**src/rtl/adc_pkg.sv**
```systemverilog
// Shared types and constants for the ADC scan sequencer.
package adc_pkg;
   localparam int ADC_CH_W   = 3;
   localparam int ADC_DATA_W = 12;
   localparam int ADC_NUM_CH = 8;

   typedef enum logic [1:0] {IDLE, PRIME, WAIT, ACK} adc_state_t;

   // Highest enabled channel; its result closes a pass.
   function automatic logic [ADC_CH_W-1:0] adc_msb_ch(input logic [ADC_NUM_CH-1:0] en);
      adc_msb_ch = '0;
      for (int i = 0; i < ADC_NUM_CH; i++)
         if (en[i]) adc_msb_ch = ADC_CH_W'(i);
   endfunction
endpackage

```
**src/rtl/adc_ch_next.sv**
```systemverilog
// Next enabled channel strictly above cur_ch, wrapping; returns cur_ch if it is the only one.
module adc_ch_next
   import adc_pkg::*;
(
   input  logic [ADC_NUM_CH-1:0] en_q,
   input  logic [ADC_CH_W-1:0]   cur_ch,
   output logic [ADC_CH_W-1:0]   next_ch
);
   logic                found;
   logic [ADC_CH_W-1:0] idx;

   always_comb begin
      next_ch = cur_ch;
      found   = 1'b0;
      idx     = cur_ch;
      for (int i = 1; i <= ADC_NUM_CH; i++) begin
         idx = cur_ch + ADC_CH_W'(i);
         if (!found && en_q[idx]) begin
            next_ch = idx;
            found   = 1'b1;
         end
      end
   end
endmodule

```
**src/rtl/adc_scan_sequencer.sv**
```systemverilog
// Scans enabled ADC channels through a pipelined-select capture block and banks the results.
module adc_scan_sequencer
   import adc_pkg::*;
#(
   parameter int TIMEOUT_CYC = 4096
) (
   input  logic                    clk,
   input  logic                    rst,
   input  logic                    start,
   input  logic                    stop,
   input  logic                    continuous,
   input  logic [ADC_NUM_CH-1:0]   ch_enable,
   input  logic                    adc_ready,
   input  logic [ADC_DATA_W-1:0]   d_signal,
   input  logic [ADC_CH_W-1:0]     rd_ch,
   output logic                    ctl_valid,
   output logic                    adc_ack,
   output logic [ADC_CH_W-1:0]     address,
   output logic                    busy,
   output logic                    result_valid,
   output logic [ADC_CH_W-1:0]     result_ch,
   output logic [ADC_DATA_W-1:0]   result_data,
   output logic                    scan_done,
   output logic                    err,
   output logic [ADC_DATA_W-1:0]   rd_data
);
   localparam int CNT_W = $clog2(TIMEOUT_CYC + 1);

   adc_state_t                          state, state_nxt;
   logic [ADC_NUM_CH-1:0]               en_q;
   logic                                cont_q, stop_pend, done_pend;
   logic [ADC_CH_W-1:0]                 prev_addr, first_ch, next_ch;
   logic [CNT_W-1:0]                    tmo_cnt;
   logic [ADC_NUM_CH-1:0][ADC_DATA_W-1:0] bank;
   logic                                start_ok, conv, timeout, ack_exit, end_scan;

   // Searching upward from the top channel yields the lowest enabled one.
   adc_ch_next u_first (.en_q(ch_enable), .cur_ch(ADC_CH_W'(ADC_NUM_CH - 1)), .next_ch(first_ch));
   adc_ch_next u_next  (.en_q(en_q),      .cur_ch(address),                    .next_ch(next_ch));

   assign rd_data = bank[rd_ch];

   always_ff @(posedge clk or posedge rst) begin
      if (rst) state <= IDLE;
      else     state <= state_nxt;
   end

   always_comb begin
      state_nxt = state;
      start_ok  = 1'b0;
      conv      = 1'b0;
      timeout   = 1'b0;
      ack_exit  = 1'b0;
      end_scan  = 1'b0;
      case (state)
         IDLE: if (start && |ch_enable) begin
            start_ok  = 1'b1;
            state_nxt = PRIME;
         end
         PRIME, WAIT: begin
            if (adc_ready) begin
               conv      = 1'b1;
               state_nxt = ACK;
            end else if (tmo_cnt == CNT_W'(TIMEOUT_CYC - 1)) begin
               timeout   = 1'b1;
               state_nxt = IDLE;
            end
         end
         ACK: if (!adc_ready) begin
            ack_exit  = 1'b1;
            end_scan  = stop_pend | stop | done_pend;
            state_nxt = end_scan ? IDLE : WAIT;
         end
         default: state_nxt = IDLE;
      endcase
   end

   // Restarts on every state change, so ACK and IDLE always see zero.
   always_ff @(posedge clk or posedge rst) begin
      if (rst)                                           tmo_cnt <= '0;
      else if (state_nxt != state)                       tmo_cnt <= '0;
      else if ((state == PRIME || state == WAIT) && !adc_ready) tmo_cnt <= tmo_cnt + 1'b1;
   end

   always_ff @(posedge clk or posedge rst) begin
      if (rst) begin
         en_q         <= '0;
         cont_q       <= 1'b0;
         stop_pend    <= 1'b0;
         done_pend    <= 1'b0;
         ctl_valid    <= 1'b0;
         adc_ack      <= 1'b0;
         busy         <= 1'b0;
         address      <= '0;
         prev_addr    <= '0;
         result_valid <= 1'b0;
         result_ch    <= '0;
         result_data  <= '0;
         scan_done    <= 1'b0;
         err          <= 1'b0;
         bank         <= '0;
      end else begin
         result_valid <= 1'b0;
         scan_done    <= 1'b0;
         if (start_ok) begin
            en_q      <= ch_enable;
            cont_q    <= continuous;
            err       <= 1'b0;
            address   <= first_ch;
            ctl_valid <= 1'b1;
            busy      <= 1'b1;
            stop_pend <= 1'b0;
            done_pend <= 1'b0;
         end
         if (stop && state != IDLE) stop_pend <= 1'b1;
         if (conv) begin
            // Data arriving now belongs to the channel selected one conversion earlier.
            prev_addr <= address;
            address   <= next_ch;
            adc_ack   <= 1'b1;
            if (state == WAIT) begin
               bank[prev_addr] <= d_signal;
               result_valid    <= 1'b1;
               result_ch       <= prev_addr;
               result_data     <= d_signal;
               if (prev_addr == adc_msb_ch(en_q)) begin
                  scan_done <= 1'b1;
                  if (!cont_q) done_pend <= 1'b1;
               end
            end
         end
         if (ack_exit) begin
            adc_ack <= 1'b0;
            if (end_scan) begin
               ctl_valid <= 1'b0;
               busy      <= 1'b0;
               stop_pend <= 1'b0;
               done_pend <= 1'b0;
            end
         end
         if (timeout) begin
            err       <= 1'b1;
            ctl_valid <= 1'b0;
            busy      <= 1'b0;
            stop_pend <= 1'b0;
            done_pend <= 1'b0;
         end
      end
   end
endmodule

```
**config.mk**
```make
export PLATFORM = sky130hd
export DESIGN_NAME = adc_scan_sequencer
export DESIGN_NICKNAME = d
export VERILOG_FILES = /design/src/rtl/adc_pkg.sv /design/src/rtl/adc_ch_next.sv /design/src/rtl/adc_scan_sequencer.sv
export SDC_FILE = /design/constraint.sdc
export NUM_CORES = 1
export LEC_CHECK = 0
export ABC_AREA = 1
export BUFFER_PORTS_ARGS = -buffer_cell sky130_fd_sc_hd__buf_4
export CORE_MARGIN = 2
export CORE_UTILIZATION = 25
export DETAILED_ROUTE_END_ITERATION = 8
export PLACE_DENSITY_LB_ADDON = 0.08
export SLEW_MARGIN = 20
export SYNTH_ARGS = -nofsm -noshare
export SYNTH_HDL_FRONTEND = slang
export SYNTH_HIERARCHICAL = 1
export SYNTH_SLANG_ARGS = --single-unit
```
**constraint.sdc**
```tcl
create_clock -name clk -period 5.3 [get_ports clk]
set_input_delay 0.53 -clock clk [delete_from_list [all_inputs] [get_ports clk]]
set_output_delay 0.53 -clock clk [all_outputs]
set_load 0.01 [all_outputs]
```
### Yosys cells after proc, flatten, opt, wreduce, memory -nomap -nowiden

Index checks and enable logic that the tools add are counted.

* word-level logic and storage cells: 208
* flip-flop bits (word level): 149
* input port bits: 29

* reduce and logical (&&, ||, !) cells: 44
* $lt $le $gt $ge: 11
* bitwise gates (word level): 2
* equal/unequal tests: 8
* add/subtract/negate cells: 8
* muxes and demuxes: 111

Operators with widths (count)
* $bwmux W96: 1
* $mux W3: 26
* $mux W1: 64
* $lt A3 B4 Y1 const B: 10
* $bmux W12 S3: 1
* $demux W12 S3: 1
* $mux W13: 2
* $bmux W1 S3: 8
* $mux W12: 2
* $logic_and A1 B1 Y1: 18
* $logic_not A1 Y1: 15
* $add A13 B1 Y13 const B: 1
* $eq A13 B12 Y1 const B: 1
* $add A3 B3 Y3 const B: 4
* $mux W2: 5
* $reduce_bool A2 Y1: 5
* $ne A8 B1 Y1 const B: 1
* $reduce_or A8 Y1: 1
* $add A3 B2 Y3 const B: 2
* $pmux W2 S3: 1
* $eq A2 B2 Y1 const B: 2
* $add A3 B1 Y3 const B: 1
* $eq A3 B3 Y1: 1
* $ge A3 B1 Y1 const B: 1
* other kinds (9): 10

### Depth between registers and ports, before layout

* word-level depth: 26
* mapped depth: 20

### Modules after synthesis

Netlist, hierarchy kept.

By module, submodules not included
* adc_scan_sequencer: area each 6960.4 µm², cells an instance 783, times used 1, sequential area each 3728.6 µm²
* adc_ch_next: area each 785.8 µm², cells an instance 130, times used 2, sequential area each 0.0 µm²

### Worst setup path before layout

No wires, ideal clock.

* path type: reg-to-reg
* start point: register address[0]
* end point: register address[2]
* slack: 2.995 ns
* arrival time: 2.174 ns
* stages on the path, launching flop included: 19
* clock period less this slack: 2.305 ns
* data required time: 5.170 ns
* cells stage by stage: dfrtp_1 -> buf_6 -> inv_8 -> ha_1 -> buf_4 -> inv_2 -> nand3_2 -> nand3_2 -> nand2_4 -> nor2_8 -> nand2_4 -> nor2_4 -> nand4_2 -> nand2_1 -> inv_1 -> nand2_1 -> nand2_1 -> nand3_1 -> o211ai_1

* elaborated cells on any way between the ends: 56

RTL lines
* start, declared: line adc_scan_sequencer.sv:18 `output logic [ADC_CH_W-1:0] address,`
* start signal, assigned: line adc_scan_sequencer.sv:109 `address <= first_ch;`
* start signal, assigned: line adc_scan_sequencer.sv:119 `address <= next_ch;`
* $add A3 B1 Y3: line adc_ch_next.sv:17 `idx = cur_ch + ADC_CH_W'(i);`
* $bmux W1 S3: line adc_ch_next.sv:18 `if (!found && en_q[idx]) begin`
* $mux W1 (not written as such): line adc_ch_next.sv:18
* $mux W1: line adc_ch_next.sv:18
* $logic_not A1 Y1: line adc_ch_next.sv:18
* $logic_and A1 B1 Y1: line adc_ch_next.sv:18
* $mux W1: line adc_ch_next.sv:18
* $logic_not A1 Y1: line adc_ch_next.sv:18
* [... 8 more ...]
* $logic_not A1 Y1: line adc_ch_next.sv:18
* $logic_and A1 B1 Y1: line adc_ch_next.sv:18
* $mux W1: line adc_ch_next.sv:18
* $logic_not A1 Y1: line adc_ch_next.sv:18
* $logic_and A1 B1 Y1: line adc_ch_next.sv:18
* $mux W3 * (2 in a row): line adc_ch_next.sv:18
* named net next_ch[2]: line adc_scan_sequencer.sv:32 `logic [ADC_CH_W-1:0] prev_addr, first_ch, next_ch;`
* $mux W3 *: line adc_scan_sequencer.sv:116 `if (conv) begin`

The timed path passes the listed nets; every way through them passes the cells marked *. The select of a mux whose other input is x is not followed.
A chain may end at the register's enable or synchronous reset.

### Final worst setup path

* start point: register state[1]
* end point: register bank[23] (netlist bit)

* word-level cells in the longest chain between the ends: 4
* elaborated cells on any way between the ends: 5

RTL lines
* start, declared: line adc_scan_sequencer.sv:29 `adc_state_t state, state_nxt;`
* start signal, assigned: line adc_scan_sequencer.sv:45 `else state <= state_nxt;`
* $eq A2 B1 Y1 or $eq A2 B2 Y1 (tied branches): line adc_scan_sequencer.sv:55, adc_scan_sequencer.sv:121
* $reduce_or A2 Y1: line adc_scan_sequencer.sv:55 `case (state)`
* $mux W1: line adc_scan_sequencer.sv:55
* $reduce_and A2 Y1 (no source line) *
* end signal, assigned by index: line adc_scan_sequencer.sv:122 `bank[prev_addr] <= d_signal;`
* end, declared: line adc_scan_sequencer.sv:34 `logic [ADC_NUM_CH-1:0][ADC_DATA_W-1:0] bank;`

Every way passes the cells marked *; elsewhere a longest branch is shown, timed or not.

==> impl_results.md <==
* Final setup TNS at 0 ns
* Hold Crit Class: in2async
* Total gr overflow at 0
* Minimum clock period at between 3 and 4 ns
* Total core area at between 0.03 and 0.04 sq mm
* Final Max Slew Viols at 0
* FMAX at roughly 330 MHz
* CP startpoint: state[1]$_DFF_PP0_
* Wire length per cell at 16.0 microns
* Fin. Hold Viols at 0
* Combinational share of power at a little over two fifths
* Placed instance count at between 1500 and 2000
* Nets at roughly 1100
* Clock network fraction of design power at 24.0%
* Die Ht at ~190 microns
* Iteration-0 DRC Markers at 334
* CP Launch Type: flop
* Starting Density at roughly a quarter
* Avg Cell Area, Syn at around 8 sq um
* Reg clk slew, reported paths at 0.07 ns
* Clk sink count at approximately 150
* Post-CTS Hold Buffers at 0
* Detailed Place HPWL at 17900 microns
* IR drop worst, VDD at approximately 0.00024 V
* Reg2reg start: state[1]$_DFF_PP0_
* Fin cells at roughly 1500
* RD Place Congestion at 0.792
* RSZ-0062 raised after global routing: false
* Seq pwr share at between 30% and 40%
* Setup-failing EPs final at 0
* Status: completed
* Pre-CTS WS at 2.23 ns
* Register area share after synthesis at a little over two fifths
* Tcrit/Tclk final at ~57%
* N_diodes at 0
* DRC Markers at 0
* H-tree levels at 4
* Final WL at between 20000 and 25000 microns
* Worst path arrival time at roughly 3.4 ns
* Power Density at around 540 mW/mm^2
* FP Rows at 67
* Netlist cell types at 42
* Synth warnings at 6
* Buffers on Ports at 64
* Clk Latency, worst-skew pair at ~0.43 ns
* Largest net degree at the start of global routing at between 70 and 80
* GR Util All Layers at between 10% and 20%
* CTS Buf Count at 17
* Vias in the first global route at about 6900
* Critical path class: reg2reg
* Layout area overhead at 16.3%
* P_int at between 3 and 4 mW
* WP data required at 5.65 ns
* Most common cell after layout, fill and taps aside: nand2_1
* Worst-Margin Slew at roughly 1.1 ns
* Worst-path maximum fanout at 38
* Layout cells sized above 1 at 20.6%
* Lkg Pwr at 4.63 nW
* # resized after CTS at 0
* Setup crit end kind: flop
* Syn Inst Count at between 1000 and 1500
* Switching power total at around 2.3 mW
* Die W at roughly 190 microns
* First-pass GRT wire length at 39500 microns
* Vias at slightly below 7000
* Register bit total from synthesis at between 100 and 150
* CTS root buffer: clkbuf_16
* TritonRoute pass-1 iters at 4
* # IOs at 65
* DP Area at around 0.0093 sq mm
* Final Skew at slightly below 0.008 ns
* Setup WS post-layout at 2.29 ns
* Post-CTS Setup Bufs at 0
* Slew HR at 29.6%
* Most frequent cells in the layout: nand2_1 (246), dfrtp_1 (149), o21ai_0 (100)
* Via density at 4.48
* Post-DRT Antenna Nets at 0
* Initial antenna violation count at 0
* Flop-to-flop setup slack at around 2.3 ns
* Max Cap Viol at 0
* CTS tree: done
* Max Root-Sink Buffers at 2
* Synthesized area at 0.00853 sq mm
* Fin area at roughly 0.0099 sq mm
* Switching Share at a little over two fifths
* Die ar. at between 0.03 and 0.04 sq mm
[per-layer routing]
metal,track usage (%),up-vias,wire (microns)
li1,-,3516,-
met5,0,-,0
met2,25.0,82,12400
met1,18.4,3310,11500
met3,2.64,14,569
met4,3.34,0,261
[flip-flops by register name, indices dropped and copies added, names as in the netlist, 2 cells and up]
signal,count
result_data,12
state,2
address,3
bank,96
tmo_cnt,13
prev_addr,3
en_q,8
result_ch,3
[critical path: stages (launching register included)]
cell,delay (ns)
dfrtp_1,0.43
inv_1,0.10
ha_1,0.47
nand2_4,0.16
nor2_4,0.10
buf_4,0.36
nand2_4,0.11
nor3_4,0.81
buf_4,0.26
nand2_1,0.06
o21ai_2,0.05
[metrics by stage]
stage | total power, mW | utilization [%] | hold slack [ns]
floorplan | 3.50 | - | 0.448
CTS | 5.43 | 29.6 | 0.104
global route | 5.81 | 29.6 | 0.116
finish | 5.34 | 29.6 | 0.105
global placement | 4.15 | 27.8 | 0.463
detailed placement | 4.12 | 27.8 | 0.469
[worst paths after layout]
kind	to	cells past startpoint
setup / recovery	bank[23]$_DFFE_PP0P_	10
hold / removal	bank[29]$_DFFE_PP0P_	2
setup reg to reg	bank[23]$_DFFE_PP0P_	10
hold reg to reg	bank[76]$_DFFE_PP0P_	2
max in group asynchronous	bank[6]$_DFFE_PP0P_	3
min in group clk	cont_q$_DFFE_PP0P_	3
[cells by family after synthesis]
kind of cell / after synthesis / synth area share [%]
muxes: 13 / 1.53
AOI/OAI and AO/OA: 222 / 15.2
xor gates and xnor gates: 14 / 1.44
other: 1 / 0.0440
DFF: 149 / 43.7
and+or+nand+nor: 478 / 28.2
buffers and inverters: 158 / 8.76
adders and majority gates: 8 / 1.17
[cells in the mapped netlist]
library cell / instances / area share [%]
o21ai_1: 9 / 0.53
inv_6: 2 / 0.21
conb_1: 1 / 0.044
mux2i_1: 13 / 1.5
clkbuf_1: 21 / 0.92
nand3_2: 25 / 2.9
buf_2: 12 / 0.70
nor3_1: 3 / 0.18
nand4_1: 7 / 0.51
a21oi_1: 34 / 2.0
nor2_4: 3 / 0.40
nor2_8: 2 / 0.47
buf_4: 5 / 0.44
inv_1: 89 / 3.9
ha_1: 8 / 1.2
inv_4: 2 / 0.15
o21bai_1: 3 / 0.26
buf_6: 12 / 1.6
o21ai_0: 100 / 5.9
o22ai_1: 12 / 0.88
nor3_2: 2 / 0.23
buf_1: 2 / 0.088
o211ai_1: 15 / 1.3
and2_1: 2 / 0.15
a21boi_0: 3 / 0.26
o21ai_2: 16 / 1.6
a31oi_1: 15 / 1.1
xor2_1: 11 / 1.1
nand3_1: 73 / 4.3
nor3_4: 3 / 0.57
inv_8: 2 / 0.26
inv_2: 11 / 0.48
nand2_2: 27 / 2.0
and3_1: 1 / 0.073
nor2_2: 11 / 0.81
nand2_1: 246 / 11
nand4_2: 5 / 0.73
nor2_1: 56 / 2.5
dfrtp_1: 149 / 44
xnor2_1: 3 / 0.31
nand2_4: 12 / 1.6
o21a_1: 15 / 1.3
[cell type report]
class,instances,area (sq um)
clock buffers,17,425
well taps,448,561
clock inverters,15,180
repair buffers,70,526
multi-input cells,740,4070
flip-flops and latches,149,3730
fillers,3678,23600
inverters,106,433
[power groups by stage]
| stage | Clock [mW] | Sequential, mW | Combinational [mW] |
|---|---|---|---|
| CTS | 1.32 | 1.80 | 2.30 |
| finish | 1.28 | 1.79 | 2.27 |
| global route | 1.37 | 1.85 | 2.60 |
| detailed placement | 0 | 1.82 | 2.30 |
| global placement | 0 | 1.83 | 2.33 |
| floorplan | 0 | 1.72 | 1.79 |
(Power assumes the default switching activity.)
